File: src/rtl/alu_pkg.sv
// Shared definitions for the nibble-serial add/subtract unit.
package alu_pkg;

  localparam int WIDTH = 16;
  localparam int NIB   = 4;
  localparam int NS    = WIDTH / NIB;

  typedef enum logic [1:0] {
    IDLE = 2'd0,
    RUN  = 2'd1,
    DONE = 2'd2
  } state_t;

  // Signed clamp values for the default datapath width.
  localparam logic [WIDTH-1:0] SAT_MAX = 16'h7FFF;
  localparam logic [WIDTH-1:0] SAT_MIN = 16'h8000;

endpackage

File: src/rtl/nibble_cla.sv
// Combinational 4-bit carry-lookahead adder slice.
// Exposes the carry into bit 3 so the parent can derive signed overflow.
module nibble_cla
  import alu_pkg::*;
(
  input  logic [3:0] a,
  input  logic [3:0] b,
  input  logic       ci,
  output logic [3:0] s,
  output logic       c3,
  output logic       co
);

  logic [3:0] g;
  logic [3:0] p;
  logic [4:0] c;

  // Generate/propagate terms with every carry expanded directly from ci.
  always_comb begin
    g    = a & b;
    p    = a ^ b;
    c[0] = ci;
    c[1] = g[0] | (p[0] & ci);
    c[2] = g[1] | (p[1] & g[0]) | (p[1] & p[0] & ci);
    c[3] = g[2] | (p[2] & g[1]) | (p[2] & p[1] & g[0]) | (p[2] & p[1] & p[0] & ci);
    c[4] = g[3] | (p[3] & g[2]) | (p[3] & p[2] & g[1]) | (p[3] & p[2] & p[1] & g[0])
         | (p[3] & p[2] & p[1] & p[0] & ci);
    s    = p ^ c[3:0];
    c3   = c[3];
    co   = c[4];
  end

endmodule

File: src/rtl/nibble_serial_alu.sv
// Multi-cycle add/subtract unit: one nibble per cycle, LSB nibble first,
// with a registered carry between nibbles and optional signed saturation.
module nibble_serial_alu
  import alu_pkg::*;
#(
  parameter int WIDTH = alu_pkg::WIDTH
) (
  input  logic             clk,
  input  logic             rst,
  input  logic             start,
  input  logic [WIDTH-1:0] a,
  input  logic [WIDTH-1:0] b,
  input  logic             cin,
  input  logic             sub,
  input  logic             sat,
  output logic             busy,
  output logic             done,
  output logic [WIDTH-1:0] result,
  output logic             cout,
  output logic             ovfl,
  output logic             zero,
  output logic             neg
);

  localparam int NSL = WIDTH / NIB;
  localparam int IW  = (NSL > 1) ? $clog2(NSL) : 1;
  localparam logic [IW-1:0] LAST_IDX = IW'(NSL - 1);
  localparam logic [WIDTH-1:0] CLAMP_MAX = {1'b0, {(WIDTH-1){1'b1}}};
  localparam logic [WIDTH-1:0] CLAMP_MIN = {1'b1, {(WIDTH-1){1'b0}}};

  state_t           state_q, state_d;
  logic [IW-1:0]    idx_q, idx_d;
  logic             carry_q, carry_d;
  logic [WIDTH-1:0] a_q, a_d;
  logic [WIDTH-1:0] b_q, b_d;
  logic             sub_q, sub_d;
  logic             sat_q, sat_d;
  logic [WIDTH-1:0] acc_q, acc_d;
  logic             busy_q, busy_d;
  logic             done_q, done_d;
  logic [WIDTH-1:0] result_q, result_d;
  logic             cout_q, cout_d;
  logic             ovfl_q, ovfl_d;
  logic             zero_q, zero_d;
  logic             neg_q, neg_d;

  logic [NIB-1:0]   slice_a;
  logic [NIB-1:0]   slice_b;
  logic [NIB-1:0]   slice_s;
  logic             slice_c3;
  logic             slice_co;
  logic             ovfl_now;
  logic [WIDTH-1:0] final_val;

  // Select the current nibble; B is inverted here for subtract.
  always_comb begin
    slice_a = a_q[idx_q*NIB +: NIB];
    slice_b = b_q[idx_q*NIB +: NIB] ^ {NIB{sub_q}};
  end

  nibble_cla u_slice (
    .a  (slice_a),
    .b  (slice_b),
    .ci (carry_q),
    .s  (slice_s),
    .c3 (slice_c3),
    .co (slice_co)
  );

  // Next-state, datapath and flag computation for the whole unit.
  always_comb begin
    state_d   = state_q;
    idx_d     = idx_q;
    carry_d   = carry_q;
    a_d       = a_q;
    b_d       = b_q;
    sub_d     = sub_q;
    sat_d     = sat_q;
    acc_d     = acc_q;
    busy_d    = 1'b0;
    done_d    = 1'b0;
    result_d  = result_q;
    cout_d    = cout_q;
    ovfl_d    = ovfl_q;
    zero_d    = zero_q;
    neg_d     = neg_q;
    ovfl_now  = slice_c3 ^ slice_co;
    final_val = acc_q;

    case (state_q)
      IDLE, DONE: begin
        if (start) begin
          a_d     = a;
          b_d     = b;
          sub_d   = sub;
          sat_d   = sat;
          carry_d = cin | sub;
          idx_d   = '0;
          state_d = RUN;
          busy_d  = 1'b1;
        end else begin
          state_d = IDLE;
        end
      end
      RUN: begin
        acc_d[idx_q*NIB +: NIB] = slice_s;
        carry_d = slice_co;
        idx_d   = idx_q + 1'b1;
        busy_d  = 1'b1;
        if (idx_q == LAST_IDX) begin
          final_val = acc_d;
          if (sat_q && ovfl_now) begin
            final_val = a_q[WIDTH-1] ? CLAMP_MIN : CLAMP_MAX;
          end
          result_d = final_val;
          cout_d   = slice_co;
          ovfl_d   = ovfl_now;
          zero_d   = (final_val == '0);
          neg_d    = final_val[WIDTH-1];
          state_d  = DONE;
          busy_d   = 1'b0;
          done_d   = 1'b1;
        end
      end
      default: state_d = IDLE;
    endcase
  end

  // State, operand, accumulator and output registers with synchronous reset.
  always_ff @(posedge clk) begin
    if (rst) begin
      state_q  <= IDLE;
      idx_q    <= '0;
      carry_q  <= 1'b0;
      a_q      <= '0;
      b_q      <= '0;
      sub_q    <= 1'b0;
      sat_q    <= 1'b0;
      acc_q    <= '0;
      busy_q   <= 1'b0;
      done_q   <= 1'b0;
      result_q <= '0;
      cout_q   <= 1'b0;
      ovfl_q   <= 1'b0;
      zero_q   <= 1'b0;
      neg_q    <= 1'b0;
    end else begin
      state_q  <= state_d;
      idx_q    <= idx_d;
      carry_q  <= carry_d;
      a_q      <= a_d;
      b_q      <= b_d;
      sub_q    <= sub_d;
      sat_q    <= sat_d;
      acc_q    <= acc_d;
      busy_q   <= busy_d;
      done_q   <= done_d;
      result_q <= result_d;
      cout_q   <= cout_d;
      ovfl_q   <= ovfl_d;
      zero_q   <= zero_d;
      neg_q    <= neg_d;
    end
  end

  assign busy   = busy_q;
  assign done   = done_q;
  assign result = result_q;
  assign cout   = cout_q;
  assign ovfl   = ovfl_q;
  assign zero   = zero_q;
  assign neg    = neg_q;

endmodule

File: config.mk
export PLATFORM = sky130hd
export DESIGN_NAME = nibble_serial_alu
export DESIGN_NICKNAME = d
export VERILOG_FILES = /design/src/rtl/alu_pkg.sv /design/src/rtl/nibble_cla.sv /design/src/rtl/nibble_serial_alu.sv
export SDC_FILE = /design/constraint.sdc
export NUM_CORES = 1
export LEC_CHECK = 0
export BUFFER_PORTS_ARGS = -buffer_cell sky130_fd_sc_hd__buf_2
export CAP_MARGIN = 20
export CORE_UTILIZATION = 25
export CTS_BUF_LIST = sky130_fd_sc_hd__clkbuf_8
export DETAILED_ROUTE_END_ITERATION = 7
export PLACE_DENSITY = 0.44
export SYNTH_ARGS = -nofsm -noshare
export SYNTH_HDL_FRONTEND = slang
export SYNTH_SLANG_ARGS = --single-unit
File: constraint.sdc
create_clock -name clk -period 6.1 [get_ports clk]
set_clock_uncertainty 0.2 [all_clocks]
set_input_delay 1.83 -clock clk [delete_from_list [all_inputs] [get_ports clk]]
set_output_delay 1.83 -clock clk [all_outputs]
set_load 0.03 [all_outputs]
==> results by group, run 1 <==
Logic synthesis
  • Total of warnings raised by yosys: 0
  • Number of standard cells after synthesis: 430
  • Syn Nets: 480
  • Average cell area after synthesis: between 8 and 9 um2
  • Number of distinct library cell variants in the gate-level netlist after synthesis: 46
  • Netlist area before placement: about 3600 um2
  • Synth Register Bits: 76
  • Share of the yosys chip area belonging to registers: a little over two fifths

Route
  • Wire length per cell after detailed routing: between 10 and 15 um
  • Total via count after detailed routing: 3066
  • First DRT Iteration DRCs: around 180
  • Post-DR vias/cell: ~4.7
  • Post-DRT Antenna Nets: 0
  • Routed WL: between 9000 and 10000 um
  • DRC errors left: 0
  • Number of iterations in the first detailed-routing pass: 4

Placement
  • Final RePlAce weighted congestion: 0.7773
  • Post-DP HPWL: 6535 um
  • Count of buffers from port buffering: 59
  • Number of cells in the design after placement: 641
  • Post-Place Cell Area: 3975 um2
  • Setup Slack @ Placement: 2.015 ns

Floorplan
  • Total die area: 14750 um2
  • Starting density of the core: between 20% and 30%
  • Core area: ~14000 um2
  • Horizontal die dimension: 121.4 um
  • Count of boundary I/O pins: 60
  • Die height: 121.4 um
  • Cell Rows: 43

Finish
  • Nets: between 500 and 600
  • FILL cells: about 1600
  • Proportion of layout cells with a drive suffix above 1: between 20% and 30%
  • Ant diodes: 0
  • Area added between synthesis and finish: 15.89%
  • Finished Cell Area: 4133 um2
  • Area occupied by multi-input gates: 1836 um2
  • Area occupied by registers: 1521 um2
  • Utilization of the core after routing: 29.77%
  • Non-filler cells in the finished layout: around 660

Global route
  • Antenna violations before repair: 0
  • Routing layer with the top usage in global route: met2
  • Pin count of the biggest net entering global routing: 76
  • Congestion Overflow GR: 0
  • Via count of the first global-routing pass: 3001
  • Gr usage total: 13.23%
  • M2 GR Usage: 21.88%
  • First-pass GRT wire length: around 15000 um
  • Fraction of met3 tracks used by global routing: 3.524%
  • Met1 usage: 16.79%

Clock network
  • TritonCTS clock tree: built
  • Clock Latency Late Sink: 0.35 ns
  • Hold Buf Count CTS: 0
  • Largest buffer count on any clock path: 2
  • Clock tree root buffer cell: sky130_fd_sc_hd__clkbuf_8
  • Count of clock tree sinks: 76
  • Clock buffers created by TritonCTS: 9
  • Clock transition at the registers of the reported paths: around 0.080 ns
  • Resize count post-CTS: 0
  • Number of setup buffers added after CTS: 0
  • H-tree levels: 3

Flow run
  • Maximum Capacitance Violations: 0

STA
  • Max-slew violation total from the final report: 0
  • Final hold violations: 0
  • Slew at the pin closest to its max-slew limit: 0.9778 ns
  • Minimum period implied by the final worst setup slack: 4.028 ns
  • Normalized max-slew margin: about a third
  • Post-route fraction of the period consumed by the critical path: 66.03%
  • Final-report setup violation count: 0
  • RSZ-0062 raised after global routing: no
  • TNS Setup: 0 ns
  • Max Freq: ~0.25 GHz
  • Crit path setup slack, layout: 2.072 ns

Critical path
  • Crit Path Class: reg2reg
  • Critical path capture point type: flip-flop
  • CP max FO: 18
  • Arrival time at the worst endpoint: 4.04 ns
  • Category of the worst setup path launch point: flip-flop
  • Data required time of the critical path: around 6.1 ns

Power
  • Cell Pwr Density: 250.9 nW/um2
  • Lkg Pwr: 1.640 nW
  • Worst voltage drop across the vdd grid: 113.5 uV

Run status
  • Outcome: finished clean

Worst hold path
  • Worst hold path type: reg2reg
## cell type report
| cell class | instances | area share, % |
|---|---|---|
| well taps | 180 | 5.450 |
| clock inverters | 6 | 0.8174 |
| multi-input cells | 303 | 44.41 |
| clock buffers | 9 | 2.997 |
| repair buffers | 62 | 7.690 |
| inverters | 20 | 1.817 |
| flip-flops and latches | 76 | 36.82 |
## through the flow
| stage | hold slack, ns | power (W) |
|---|---|---|
| 2_1_floorplan | 0.2317 | 0.0006692 |
| 3_3_place_gp | 0.2406 | 0.0007206 |
| 3_5_place_dp | 0.2465 | 0.0007218 |
| 4_1_cts | 0.2578 | 0.001051 |
| 5_1_grt | 0.2737 | 0.001101 |
| 6_report | 0.2543 | 0.001037 |
## cell usage after synthesis (all sizes together)
cell type / instances / area, um2
or3b: 2 / 17.52
mux4: 8 / 180.2
a22oi: 9 / 72.57
and3: 3 / 18.77
nor3b: 2 / 15.01
inv: 20 / 75.07
a21o: 2 / 15.01
o2bb2ai: 2 / 17.52
o31ai: 1 / 12.51
buf: 6 / 42.54
nor2: 36 / 135.1
mux2i: 4 / 43.79
nand3b: 4 / 30.03
a211oi: 8 / 60.06
nor4: 1 / 6.260
a21oi: 58 / 309.0
clkbuf: 25 / 93.84
xor2: 6 / 52.55
fa: 1 / 20.02
nor3: 1 / 5.000
nand4b: 1 / 8.760
nand3: 2 / 10.01
and2b: 1 / 8.760
a2bb2oi: 1 / 8.760
or2: 1 / 6.260
xnor2: 1 / 16.27
a31oi: 4 / 25.02
nand2b: 6 / 40.04
nand2: 92 / 350.3
ha: 11 / 137.6
o22ai: 11 / 68.82
o211ai: 2 / 15.01
nor2b: 4 / 25.02
o21ai: 18 / 101.4
dfxtp: 76 / 1521
## cell families (layout without fill, tap and decap cells)
logic type | count (synthesis) | in the layout | synth area share [%]
AND/OR/NAND/NOR | 156 | 156 | 18.98
multiplexers | 12 | 12 | 6.281
XOR/XNOR | 7 | 7 | 1.930
adder cells (fa/ha/maj) | 12 | 12 | 4.421
AO/OA/AOI/OAI | 116 | 116 | 19.79
flip-flops | 76 | 76 | 42.67
buffers and inverters | 51 | 97 | 5.930
## sequential cells by signal (all words and copies together) (netlist names), 2 cells and up
register,cells
a_q,16
result,16
state_q,2
acc_q,16
b_q,16
idx_q,2
## routing by layer
metal  wire, um  share of wire [%]
met5          0                  0
met4         96                1.0
met3        423                4.6
met2       4443                 49
met1       4185                 46
## layout by cell type (no fill, tap or decap), types with 3 or more instances in the layout
master                     count
sky130_fd_sc_hd__a31oi_1       4
sky130_fd_sc_hd__o21ai_0       8
sky130_fd_sc_hd__nand3b_1      4
sky130_fd_sc_hd__nand2_1      90
sky130_fd_sc_hd__clkinv_2      3
sky130_fd_sc_hd__dfxtp_1      76
sky130_fd_sc_hd__and3_1        3
sky130_fd_sc_hd__buf_4         3
sky130_fd_sc_hd__ha_1         11
sky130_fd_sc_hd__nor2_1       36
sky130_fd_sc_hd__nor2b_1       3
sky130_fd_sc_hd__a22oi_1       8
sky130_fd_sc_hd__xor2_1        6
sky130_fd_sc_hd__a21oi_1      55
sky130_fd_sc_hd__buf_2        59
sky130_fd_sc_hd__inv_1        21
sky130_fd_sc_hd__nand2b_1      5
sky130_fd_sc_hd__mux4_2        8
sky130_fd_sc_hd__o21ai_1       9
sky130_fd_sc_hd__mux2i_1       3
sky130_fd_sc_hd__a211oi_1      8
sky130_fd_sc_hd__o22ai_1      11
sky130_fd_sc_hd__clkbuf_8      9
## power by group
part	leakage, nW	internal [W]	switching (W)
logic	0.938	0.0000687	0.000106
clock network	0.0821	0.000142	0.000186
registers	0.620	0.000517	0.0000167
total	1.64	0.000728	0.000309
## critical path, cell delays in order, from the launching register on
cell                      delay [ns]
sky130_fd_sc_hd__dfxtp_1        0.86
sky130_fd_sc_hd__mux4_2         0.60
sky130_fd_sc_hd__xor2_1         0.16
sky130_fd_sc_hd__ha_1           0.36
sky130_fd_sc_hd__nand2_2        0.08
sky130_fd_sc_hd__o21ai_4        0.23
sky130_fd_sc_hd__mux2i_2        0.85
sky130_fd_sc_hd__a21oi_4        0.25
sky130_fd_sc_hd__a22oi_1        0.22
sky130_fd_sc_hd__nor2_1         0.06
## worst paths after layout
| kind | slack, ns | to | from | depth (start not counted) |
|---|---|---|---|---|
| max reg2reg | 2.07 | result[0] | idx_q[0] | 9 |
| max | 2.07 | result[0] | idx_q[0] | 9 |
| min reg2reg | 0.25 | result[14] | result[14] | 2 |
| min | 0.25 | result[14] | result[14] | 2 |
Power figures use the tool's default switching activity.
==> inputs of run 2 (changes only) <==
--- a/config.mk
+++ b/config.mk
@@ -5,6 +5,7 @@
 export SDC_FILE = /design/constraint.sdc
 export NUM_CORES = 1
 export LEC_CHECK = 0
+export ABC_AREA = 1
 export BUFFER_PORTS_ARGS = -buffer_cell sky130_fd_sc_hd__buf_2
 export CAP_MARGIN = 20
 export CORE_UTILIZATION = 25
==> constraint.sdc (replaced) <==
create_clock -name clk -period 3.9 [get_ports clk]
set_clock_uncertainty 0.2 [all_clocks]
set_input_delay 1.17 -clock clk [delete_from_list [all_inputs] [get_ports clk]]
set_output_delay 1.17 -clock clk [all_outputs]
set_load 0.03 [all_outputs]
==> run 2 against run 1 <==
  * Register-to-register slack lost 1.3 ns
  * Worst hold slack improved by 0.026 ns
  * Count of clock-buffer cells in the layout unchanged
  * Die area up 3.0%
  * Global-route usage up 0.59 points
  * Power up 82%
  * Combinational power grew to 2.6 times the previous value
  * Highest routed layer unchanged
  * First-iteration DRC count down 21%
  * Sequential cell count unchanged
  * Non-clock buffer count rose by 5
==> results by group, run 2 <==
Finish
  • Proportion of layout cells with a drive suffix above 1: 16.46% (was 20.38%)
  • Most common cell after layout, fill and taps aside: sky130_fd_sc_hd__nor2_1 (was sky130_fd_sc_hd__nand2_1)
  • Area added between synthesis and finish: 17.36% (was 15.89%)
  • Ant diodes: 0 (unchanged)
  • Most frequent cells in the layout: sky130_fd_sc_hd__nor2_1 (105), sky130_fd_sc_hd__nand2_1 (80), sky130_fd_sc_hd__o21ai_0 (79) (was sky130_fd_sc_hd__nand2_1 (90), sky130_fd_sc_hd__dfxtp_1 (76), sky130_fd_sc_hd__buf_2 (59))
  • Nets: 622 (was 522)
  • Utilization of the core after routing: 30.60% (was 29.77%)

Worst hold path
  • Min-Delay Path Depth: 2 (unchanged)
  • Hold worst-path end: b_q[10] (was result[14])
  • Hold Startpoint: b_q[10] (was result[14])
  • Worst hold path type: reg2reg (unchanged)

Route
  • Sum of routed wire segments on met1: 4541 um (was 4185 um)
  • Total via count after detailed routing: 3337 (was 3066)
  • Top Layer Used: met4 (unchanged)
  • First DRT Iteration DRCs: 141 (was 178)
  • Post-DRT Antenna Nets: 0 (unchanged)
  • Number of iterations in the first detailed-routing pass: 4 (unchanged)
  • Post-DR vias/cell: 4.408 (was 4.674)
  • Met2 Wirelength: 4556 um (was 4443 um)
  • Routed WL: 9602 um (was 9148 um)
  • DRC errors left: 0 (unchanged)
  • Wire length per cell after detailed routing: 12.68 um (was 13.95 um)
  • Routed wl met3: 400 um (was 423 um)

STA
  • Max Freq: 0.3208 GHz (was 0.2483 GHz)
  • TNS Setup: 0 ns (unchanged)
  • Slew at the pin closest to its max-slew limit: 0.7323 ns (was 0.9778 ns)
  • Normalized max-slew margin: 51.13% (was 33.53%)
  • Final-report setup violation count: 0 (unchanged)
  • Minimum period implied by the final worst setup slack: 3.117 ns (was 4.028 ns)
  • Max-slew violation total from the final report: 0 (unchanged)
  • RSZ-0062 raised after global routing: no (unchanged)
  • Post-route fraction of the period consumed by the critical path: 79.93% (was 66.03%)
  • Final hold violations: 0 (unchanged)

Global route
  • Congestion Overflow GR: 0 (unchanged)
  • Gr usage total: 13.82% (was 13.23%)
  • Via count of the first global-routing pass: 3178 (was 3001)
  • First-pass GRT wire length: 15700 um (was 15040 um)
  • Antenna violations before repair: 0 (unchanged)
  • Pin count of the biggest net entering global routing: 55 (was 76)

Logic synthesis
  • Netlist area before placement: 3675 um2 (was 3566 um2)
  • Library cell with the highest instance count after synthesis: sky130_fd_sc_hd__nor2_1 (was sky130_fd_sc_hd__nand2_1)
  • Average cell area after synthesis: 7.040 um2 (was 8.293 um2)
  • Top cell type's share of synthesized area: 41.40% (was 42.67%)
  • Number of enable flip-flop cells after synthesis: 0 (unchanged)
  • Cell types with the largest area share after synthesis: sky130_fd_sc_hd__dfxtp_1 (41%), sky130_fd_sc_hd__o21ai_0 (11%), sky130_fd_sc_hd__nor2_1 (11%), sky130_fd_sc_hd__nand2_1 (8.2%), sky130_fd_sc_hd__inv_1 (6.2%) (was sky130_fd_sc_hd__dfxtp_1 (43%), sky130_fd_sc_hd__nand2_1 (9.5%), sky130_fd_sc_hd__a21oi_1 (7.7%), sky130_fd_sc_hd__mux4_2 (5.1%), sky130_fd_sc_hd__ha_1 (3.9%))
  • Number of standard cells after synthesis: 522 (was 430)
  • Most frequently used flop master after synthesis: sky130_fd_sc_hd__dfxtp_1 (unchanged)
  • Share of the yosys chip area belonging to registers: 41.40% (was 42.67%)
  • Synth Register Bits: 76 (unchanged)
  • Syn Nets: 572 (was 480)
  • Cell types with the highest counts after synthesis: sky130_fd_sc_hd__nor2_1 (105), sky130_fd_sc_hd__nand2_1 (80), sky130_fd_sc_hd__o21ai_0 (79), sky130_fd_sc_hd__dfxtp_1 (76), sky130_fd_sc_hd__inv_1 (61) (was sky130_fd_sc_hd__nand2_1 (90), sky130_fd_sc_hd__dfxtp_1 (76), sky130_fd_sc_hd__a21oi_1 (55), sky130_fd_sc_hd__nor2_1 (36), sky130_fd_sc_hd__clkbuf_1 (25))
  • Number of distinct library cell variants in the gate-level netlist after synthesis: 33 (was 46)
  • Total of warnings raised by yosys: 0 (unchanged)
  • Share of async-settable or async-resettable flops after synthesis: 0% (unchanged)
  • Post-synthesis cell type with the largest combined area: sky130_fd_sc_hd__dfxtp_1 (unchanged)

Critical path
  • Arrival time at the worst endpoint: 3.16 ns (was 4.04 ns)
  • Master of the slowest instance on the critical path: sky130_fd_sc_hd__fa_1 (was sky130_fd_sc_hd__dfxtp_1)
  • Maximum cell stage delay along the critical path: 0.38 ns (was 0.86 ns)
  • Category of the worst setup path launch point: flip-flop (unchanged)
  • Reg2Reg Depth: 18 (was 9)
  • Crit Path Class: reg2reg (unchanged)
  • CP max FO: 13 (was 18)
  • Critical path capture point type: flip-flop (unchanged)
  • Data required time of the critical path: 3.95 ns (was 6.11 ns)
  • R2r endpoint: zero (was result[0])
  • Series of cell instances along the critical path: inv_1 -> nand2_1 -> a32o_1 -> xor2_1 -> inv_1 -> fa_1 -> xnor2_1 -> nand2_1 -> nor2_1 -> nand2_1 -> o21ai_0 -> nand2_1 -> nand2_1 -> nor2_1 -> nand3_1 -> nor2_1 -> nor2_1 -> nor2_1 (was mux4_2 -> xor2_1 -> ha_1 -> nand2_2 -> o21ai_4 -> mux2i_2 -> a21oi_4 -> a22oi_1 -> nor2_1)
  • Reg-to-reg critical path startpoint: idx_q[0] (unchanged)
  • Register-to-register path setup slack: 0.78 ns (was 2.07 ns)

Floorplan
  • Die height: 123.2 um (was 121.4 um)
  • Count of boundary I/O pins: 60 (unchanged)
  • Total die area: 15190 um2 (was 14750 um2)
  • Core area: 14100 um2 (was 13880 um2)
  • Starting density of the core: 26.07% (was 25.69%)
  • Horizontal die dimension: 123.2 um (was 121.4 um)
  • Cell Rows: 43 (unchanged)

Clock network
  • Number of setup buffers added after CTS: 0 (unchanged)
  • Largest buffer count on any clock path: 2 (unchanged)
  • Clock Latency Late Sink: 0.37 ns (was 0.35 ns)
  • H-tree levels: 3 (unchanged)
  • Clock buffers created by TritonCTS: 9 (unchanged)
  • Clock tree root buffer cell: sky130_fd_sc_hd__clkbuf_8 (unchanged)
  • Hold Buf Count CTS: 0 (unchanged)
  • Resize count post-CTS: 0 (unchanged)
  • Count of clock tree sinks: 76 (unchanged)
  • Clock transition at the registers of the reported paths: 0.08 ns (about the same)
  • TritonCTS clock tree: built (unchanged)

Run status
  • Outcome: finished clean (unchanged)

Placement
  • Final RePlAce weighted congestion: 0.8208 (was 0.7773)
  • Post-DP HPWL: 7012 um (was 6535 um)
  • Count of buffers from port buffering: 59 (unchanged)

Power
  • Worst voltage drop across the vdd grid: 181.6 uV (was 113.5 uV)
  • Lkg Pwr: 2.152 nW (was 1.640 nW)
  • Cell Pwr Density: 438.3 nW/um2 (was 250.9 nW/um2)

Flow run
  • Maximum Capacitance Violations: 0 (unchanged)
-- run 2: cell types whose count changed after synthesis, moves of 7 or more --
cell                       change
sky130_fd_sc_hd__o21ai_0      +71
sky130_fd_sc_hd__nor2_1       +69
sky130_fd_sc_hd__inv_1        +41
sky130_fd_sc_hd__a21oi_1      -32
sky130_fd_sc_hd__nand2_1      -10
sky130_fd_sc_hd__clkbuf_1      -9
sky130_fd_sc_hd__nand3_1       +9
sky130_fd_sc_hd__o21ai_1       -9
sky130_fd_sc_hd__a22oi_1       -8
sky130_fd_sc_hd__mux4_2        -8
sky130_fd_sc_hd__o211ai_1      +7
-- run 2: metrics by stage --
stage                     setup WS, ns  instance area (um2)  cells  total power [W]  hold WS (ns)
after global placement          0.8069                 4128    741         0.001325        0.2657
after CTS                       0.7652                 4313    757         0.001927        0.2880
after detailed placement        0.7858                 4128    741         0.001330        0.2699
after global routing            0.4468                 4313    757         0.002024        0.3109
after floorplan                 0.8887                 3675    522         0.001208        0.2445
final                           0.7829                 4313    757         0.001890        0.2799
-- run 2: worst max-delay path, delay by kind of cell, from the launching register on --
| kind | cells | cell delay, ns |
|---|---|---|
| simple gates | 11 | 0.89 |
| xor+xnor | 2 | 0.47 |
| buf+inv | 2 | 0.39 |
| fa+ha+maj | 1 | 0.38 |
| compound gates | 2 | 0.35 |
| flops | 1 | 0.32 |
-- run 2: area by class of cell --
class                   count  area, um2
flip-flops and latches     76       1521
fillers                  1560       9783
repair buffers             67      355.3
well taps                 180      225.2
clock inverters             7      61.31
clock buffers               9      123.9
inverters                  62      232.7
multi-input cells         356       1793
-- run 2: per-layer routing --
| metal | vias to the layer above | GRT usage [%] |
|---|---|---|
| li1 | 1780 | - |
| met1 | 1496 | 17.00 |
| met2 | 54 | 22.73 |
| met3 | 7 | 4.843 |
| met4 | 0 | 3.840 |
| met5 | - | 0 |
-- run 2: cells by family (layout without fill, tap and decap cells) --
family	after synthesis	in the layout	synth area share, %
AOI/OAI and AO/OA	126	126	19.14
xor gates and xnor gates	5	5	1.192
adders and majority gates	12	12	4.290
buffers and inverters	90	145	9.805
DFF	76	76	41.40
and+or+nand+nor	213	213	24.17
-- run 2: how the worst max path moves through the flow --
stage	start	end	cells past startpoint
5_1_grt	idx_q[0]	zero	18
6_report	idx_q[0]	zero	18
3_5_place_dp	idx_q[0]	result[0]	13
2_1_floorplan	idx_q[0]	zero	19
3_3_place_gp	idx_q[0]	zero	16
4_1_cts	idx_q[0]	result[0]	13
-- run 2: power breakdown --
part	switching [W]	total, W	internal [W]
registers	0.0000256	0.000852	0.000826
clock network	0.000297	0.000584	0.000287
logic	0.000298	0.000454	0.000156
